`src/rtl/mem_port_arbiter.sv`:
```
// Memory port arbiter: shares one backing-memory port between the I-cache
// refill engine and the D-cache refill/writeback engine. One owner at a time,
// fixed-length line bursts, D-over-I priority with a starvation guard that
// forces an I grant after STARVE_MAX consecutive D grants made while I waited.
module mem_port_arbiter #(
    parameter int ADDR_W     = 32,
    parameter int DATA_W     = 32,
    parameter int BURST_LEN  = 4,
    parameter int STARVE_MAX = 2
) (
    input  logic              clk,
    input  logic              reset,
    input  logic              i_req,
    input  logic [ADDR_W-1:0] i_addr,
    output logic [DATA_W-1:0] i_rdata,
    output logic              i_rvalid,
    output logic              i_done,
    input  logic              d_req,
    input  logic              d_we,
    input  logic [ADDR_W-1:0] d_addr,
    input  logic [DATA_W-1:0] d_wdata,
    output logic              d_wready,
    output logic [DATA_W-1:0] d_rdata,
    output logic              d_rvalid,
    output logic              d_done,
    output logic              mem_req,
    output logic              mem_we,
    output logic [ADDR_W-1:0] mem_addr,
    output logic [DATA_W-1:0] mem_wdata,
    input  logic              mem_ack,
    input  logic [DATA_W-1:0] mem_rdata
);
    localparam int BW = $clog2(BURST_LEN);
    localparam int LB = BW + 2;
    localparam int SW = $clog2(STARVE_MAX + 2);
    localparam logic [SW-1:0] STARVE_LIM = SW'(STARVE_MAX);
    localparam logic [BW-1:0] LAST_BEAT  = BW'(BURST_LEN - 1);

    typedef enum logic [1:0] {IDLE, BUSY_I, BUSY_D, RELEASE} state_t;

    state_t              state_q, state_d;
    logic [BW-1:0]       beat_q, beat_d;
    logic [SW-1:0]       streak_q, streak_d;
    logic [ADDR_W-LB-1:0] base_q, base_d;
    logic                we_q, we_d;
    logic                owner_d_q, owner_d_d;   // 1 = current/last burst belongs to D
    logic [DATA_W-1:0]   i_rdata_q, i_rdata_d;
    logic [DATA_W-1:0]   d_rdata_q, d_rdata_d;
    logic                i_rvalid_q, i_rvalid_d;
    logic                d_rvalid_q, d_rvalid_d;

    logic busy;
    logic wr_burst;
    logic unused_addr_bits;

    // Line-offset bits of the request addresses are ignored by design.
    assign unused_addr_bits = ^{i_addr[LB-1:0], d_addr[LB-1:0]};

    assign busy      = (state_q == BUSY_I) || (state_q == BUSY_D);
    assign wr_burst  = (state_q == BUSY_D) && we_q;

    assign mem_req   = busy;
    assign mem_we    = wr_burst;
    assign mem_addr  = {base_q, beat_q, 2'b00};
    assign mem_wdata = wr_burst ? d_wdata : '0;
    assign d_wready  = wr_burst && mem_ack;
    assign i_done    = (state_q == RELEASE) && !owner_d_q;
    assign d_done    = (state_q == RELEASE) && owner_d_q;
    assign i_rdata   = i_rdata_q;
    assign d_rdata   = d_rdata_q;
    assign i_rvalid  = i_rvalid_q;
    assign d_rvalid  = d_rvalid_q;

    // State registers; an asserted reset drops everything back to idle at once.
    always_ff @(posedge clk or posedge reset) begin
        if (reset) begin
            state_q    <= IDLE;
            beat_q     <= '0;
            streak_q   <= '0;
            base_q     <= '0;
            we_q       <= 1'b0;
            owner_d_q  <= 1'b0;
            i_rdata_q  <= '0;
            d_rdata_q  <= '0;
            i_rvalid_q <= 1'b0;
            d_rvalid_q <= 1'b0;
        end else begin
            state_q    <= state_d;
            beat_q     <= beat_d;
            streak_q   <= streak_d;
            base_q     <= base_d;
            we_q       <= we_d;
            owner_d_q  <= owner_d_d;
            i_rdata_q  <= i_rdata_d;
            d_rdata_q  <= d_rdata_d;
            i_rvalid_q <= i_rvalid_d;
            d_rvalid_q <= d_rvalid_d;
        end
    end

    // Arbitration, beat sequencing and read-data capture.
    always_comb begin
        state_d    = state_q;
        beat_d     = beat_q;
        streak_d   = streak_q;
        base_d     = base_q;
        we_d       = we_q;
        owner_d_d  = owner_d_q;
        i_rdata_d  = i_rdata_q;
        d_rdata_d  = d_rdata_q;
        i_rvalid_d = 1'b0;
        d_rvalid_d = 1'b0;
        case (state_q)
            IDLE: begin
                // D wins a tie unless it has already starved I for STARVE_MAX grants.
                if (d_req && (!i_req || (streak_q != STARVE_LIM))) begin
                    state_d   = BUSY_D;
                    base_d    = d_addr[ADDR_W-1:LB];
                    we_d      = d_we;
                    owner_d_d = 1'b1;
                    beat_d    = '0;
                    if (i_req && (streak_q < STARVE_LIM)) begin
                        streak_d = streak_q + SW'(1);
                    end
                end else if (i_req) begin
                    state_d   = BUSY_I;
                    base_d    = i_addr[ADDR_W-1:LB];
                    we_d      = 1'b0;
                    owner_d_d = 1'b0;
                    beat_d    = '0;
                    streak_d  = '0;
                end
            end
            BUSY_I, BUSY_D: begin
                if (mem_ack) begin
                    if (!wr_burst) begin
                        if (state_q == BUSY_D) begin
                            d_rdata_d  = mem_rdata;
                            d_rvalid_d = 1'b1;
                        end else begin
                            i_rdata_d  = mem_rdata;
                            i_rvalid_d = 1'b1;
                        end
                    end
                    // The beat counter parks on the last beat rather than wrapping.
                    if (beat_q == LAST_BEAT) begin
                        state_d = RELEASE;
                    end else begin
                        beat_d = beat_q + BW'(1);
                    end
                end
            end
            RELEASE: begin
                state_d = IDLE;
                beat_d  = '0;
            end
            default: state_d = IDLE;
        endcase
    end
endmodule

```
`config.mk`:
```
export PLATFORM = sky130hd
export DESIGN_NAME = mem_port_arbiter
export DESIGN_NICKNAME = d
export VERILOG_FILES = /design/src/rtl/mem_port_arbiter.sv
export SDC_FILE = /design/constraint.sdc
export NUM_CORES = 1
export LEC_CHECK = 0
export CAP_MARGIN = 20
export CORE_UTILIZATION = 41
export DETAILED_ROUTE_END_ITERATION = 7
export GPL_TIMING_DRIVEN = 0
export HOLD_SLACK_MARGIN = 0.02
export MAX_ROUTING_LAYER = met4
export PLACE_DENSITY = 0.87
export SYNTH_ARGS = -nofsm -noshare
export SYNTH_HDL_FRONTEND = slang
export SYNTH_SLANG_ARGS = --single-unit
```
`constraint.sdc`:
```
create_clock -name clk -period 10.1 [get_ports clk]
set_input_delay 2.02 -clock clk [delete_from_list [all_inputs] [get_ports clk]]
set_output_delay 2.02 -clock clk [all_outputs]
set_load 0.02 [all_outputs]
```
# Word-level counts from Yosys, hierarchy flattened

Cells that the tools add are included.
W data, S select, Z words.

Register bits: 102
Input port bits: 134
Output and inout port bits: 135
Logic and storage cells: 70

$add $sub $neg: 2
Magnitude comparators: 1
Eq/ne operators: 10
Muxes and demuxes: 26
Bitwise logic cells: 2
Reduce and logical (&&, ||, !) cells: 19

Operator list:

| kind                  | count |
|---|---|
| $mux W28              | 2 |
| $mux W32              | 1 |
| $mux W2               | 10 |
| $pmux W2 S3           | 2 |
| $mux W1               | 11 |
| $reduce_and A3 Y1     | 3 |
| $ne A2 B2 Y1 const B  | 4 |
| $reduce_and A4 Y1     | 2 |
| $eq A2 B2 Y1 const B  | 3 |
| $logic_and A1 B1 Y1   | 6 |
| $add A2 B1 Y2 const B | 2 |
| $ne A3 B3 Y1 const B  | 1 |
| $eq A2 B1 Y1 const B  | 1 |
| $logic_not A1 Y1      | 2 |
| $logic_not A2 Y1      | 1 |
| $logic_or A1 B1 Y1    | 2 |
| $lt A2 B2 Y1 const B  | 1 |
| $ne A2 B1 Y1 const B  | 1 |
| $not A1 Y1            | 2 |
| $reduce_and A2 Y1     | 1 |
| $reduce_bool A2 Y1    | 1 |
| $reduce_or A2 Y1      | 1 |

# Longest topological paths before layout

Depth after elaboration: 5
Gate-level depth with buffers: 7

# Worst setup path after synthesis

OpenSTA, ideal clock, no wires.

Path type: input -> output
From: in d_wdata[31]
To: out mem_wdata[31]
Data arrival time: 2.273 ns
Data required time: 8.080 ns
Setup slack: 5.807 ns
Stages on the path: 1
Buffers on the path: 0
Cell sequence: and3_1

Cells in the longest elaborated chain, start to end: 1

Ends and longest elaborated chain:

| item        | line | RTL |
|---|---|---|
| from (decl) | 21   | `input logic [DATA_W-1:0] d_wdata,` |
| $mux W32    | 65   | `assign mem_wdata = wr_burst ? d_wdata : '0;` |
| to (decl)   | 29   | `output logic [DATA_W-1:0] mem_wdata,` |

No other way between the ends.

# Final worst setup path

From: in mem_ack
To: out d_wready

Cells in the longest elaborated chain, start to end: 1

Ends and longest elaborated chain:

| item                | line | RTL |
|---|---|---|
| from (decl)         | 30   | `input logic mem_ack,` |
| $logic_and A1 B1 Y1 | 66   | `assign d_wready = wr_burst && mem_ack;` |
| to (decl)           | 22   | `output logic d_wready,` |

No other way between the ends.

==> impl_metrics.py <==
metrics = {
    "global_routing": {
        "grt_max_degree": 64,
        "grt_first_pass_wirelength_um": 21290,
        "overflow": 0,
        "grt_pass1_vias": 4247,
        "grt_usage_pct": 24.79,
        "grt_antenna_before_repair": 0,
    },
    "floorplan": {
        "dieArea_um2": 11430,
        "coreArea_um2": 10510,
        "initial_core_util_pct": 42.95,
        "dieHeight_um": 106.9,
        "num_io_pins": 269,
        "die_w_um": 106.9,
        "rows": 37,
    },
    "layout": {
        "nNetsFinal": 797,
        "fin_util_pct": 71.39,
        "fillCellCount": 781,
        "fin_area_um2": 7502,
        "drive_gt1_share_pct": 15.73,
        "diodes": 0,
        "area_delta_synth_final_pct": 66.23,
    },
    "logic_synthesis": {
        "yosysUniqueCellTypes": 31,
        "yosys.area.top_type": "dfrtp_1",
        "netlist_instances": 385,
        "synth_top_cells_by_count": "dfrtp_1, mux2_2, a21oi_1",
        "synth-edff-count": 0,
        "synthArstFlopShare_pct": 100.0,
        "synth_flop_cell": "dfrtp_1",
        "synth_area_per_cell_um2": 11.72,
        "ys_ff_latch": 102,
        "synth.area.top_cells": "dfrtp_1, mux2_2, a21oi_1, and3_1, nor2_1",
        "synth_top_cell_area_share_pct": 56.56,
        "synth_area_um2": 4513,
        "ys_warn_count": 0,
        "post-synth-top-count-cell": "dfrtp_1",
        "ys_seq_area_share_pct": 56.56,
    },
    "worst_setup_path": {
        "cp-end-kind": "primary output",
        "crit_start": "mem_ack",
        "worstReg2RegStart": "state_q[1]",
        "arrival_ns": 3.47,
        "startpoint_type": "input pin",
        "required_ns": 8.08,
        "critPathMaxFanout": 5,
        "worst-setup-path-type": "in2out",
    },
    "power": {
        "power.density_nw_per_um2": 312.0,
        "p_leak_nw": 3.317,
        "ir_worst_vdd_v": 0.0001839,
    },
    "routing": {
        "drt_iter0_drc": 127,
        "routedWlPerCell_um": 17.08,
        "vias_per_cell": 5.041,
        "dr.pass1.iters": 4,
        "routed_wl_um": 13610,
        "num_vias": 4018,
        "drc_errors": 0,
        "ant_nets": 0,
    },
    "cts": {
        "ctsHtreeMaxLevel": 3,
        "cts_hold_buf": 0,
        "post_cts_resized": 0,
        "clkSinkCount": 102,
        "path_clk_slew_ns": 0.09,
        "cts_root_buf": "clkbuf_8",
        "insertion_delay_ns": 0.36,
        "cts_buffers": 9,
        "cts_buffer_depth": 2,
        "cts_setup_buffers": 0,
        "cts_tree": "built",
    },
    "timing": {
        "fin_tns_setup_ns": 0,
        "period_minus_slack_ns": 5.491,
        "finalSetupViolCount": 0,
        "period_share_pct": 54.37,
        "fmax_ghz": 0.1821,
        "report.final.hold_viol_count": 0,
        "rsz0062_at_grt": "no",
        "finalClockSkew_ns": 0.01688,
        "tightest_slew_ns": 0.5525,
        "slew_headroom_pct": 63.17,
        "drv_slew": 0,
    },
    "run": {
        "max_cap_violations": 0,
    },
    "place": {
        "gp_congestion": 0.9651,
        "placed_cell_area_um2": 7300,
        "dp_hpwl_um": 10690,
        "io_buffers": 258,
    },
    "worst_hold_path": {
        "min_from": "i_rdata[0]",
        "hold_path.class": "reg2reg",
    },
    "status": {
        "status": "finished clean",
    },
}
-- final timing paths --
| check | endpoint | slack [ns] | cells after the start |
|---|---|---|---|
| max in group asynchronous | i_rdata[29] | 7.36 | 3 |
| max | d_wready | 4.61 | 3 |
| max reg2reg | i_rdata[6] | 8.35 | 6 |
| min | i_rdata[0] | 0.50 | 1 |
| min in group asynchronous | base_q[17] | 2.06 | 2 |
| min reg2reg | i_rdata[0] | 0.50 | 1 |
-- cells by family (layout without fill, tap and decap cells) --
kind of cell	Yosys count	count (layout)	synth area share, %
compound gates	68	68	8.123
fa+ha+maj	7	7	1.941
buf+inv	34	309	4.408
flops	102	102	56.56
mux	69	69	17.30
other cells	1	2	0.08309
simple gates	104	104	11.59
-- metal layers --
metal	part of all wire (%)	track usage (%)
met5	0	-
met4	2.0	7.534
met3	5.6	4.681
met2	52	43.00
met1	41	29.25
-- final cells by class --
cell class / count / area, um^2 / area share (%)
repair buffers: 259 / 2610 / 34.79
flip-flops and latches: 102 / 2552 / 34.02
inverters: 7 / 28.78 / 0.3836
clock inverters: 7 / 78.83 / 1.051
plain buffers: 27 / 172.7 / 2.302
well taps: 136 / 170.2 / 2.268
clock buffers: 9 / 123.9 / 1.651
multi-input cells: 250 / 1765 / 23.53
-- flip-flops by register name (all words and copies together), names as in the netlist --
signal     count
beat_q         2
d_rvalid       1
we_q           1
streak_q       2
base_q        28
i_rvalid       1
state_q        2
i_rdata       32
owner_d_q      1
d_rdata       32
-- through the flow --
| step | hold WS (ns) | setup slack [ns] | power [mW] | cells |
|---|---|---|---|---|
| floorplan | 0.4806 | 5.405 | 1.458 | 386 |
| global placement | 0.4740 | 4.000 | 2.034 | 780 |
| detailed placement | 0.4814 | 4.607 | 2.088 | 781 |
| CTS | 0.5026 | 4.600 | 2.358 | 797 |
| global route | 0.5295 | 4.579 | 2.474 | 797 |
| finish | 0.4979 | 4.609 | 2.340 | 797 |
-- placed cells by master (no fill, tap or decap), types with 2 or more instances in the layout --
master / n
clkdlybuf4s50_1: 258
mux2_4: 2
buf_2: 10
and2_1: 2
and3_1: 33
dfrtp_1: 102
buf_4: 3
mux2i_1: 3
clkbuf_8: 10
a21oi_1: 60
mux2_2: 62
inv_1: 6
clkinv_4: 2
conb_1: 2
buf_6: 5
clkbuf_1: 8
ha_1: 7
nand3b_4: 2
mux2_1: 2
nand2_1: 31
inv_6: 3
nor2_1: 32
-- worst max-delay path, cell delays in order --
cell	delay, ns
clkdlybuf4s50_1	0.63
and3_1	0.20
clkdlybuf4s50_1	0.62
-- report_power, final --
group	internal (mW)	switching, mW	total (mW)	leakage [nW]
logic	0.680	0.661	1.34	2.02
registers	0.616	0.116	0.732	1.19
clock network	0.118	0.149	0.267	0.105
total	1.41	0.926	2.34	3.32
Note: power is estimated with default switching activity, not from simulation.
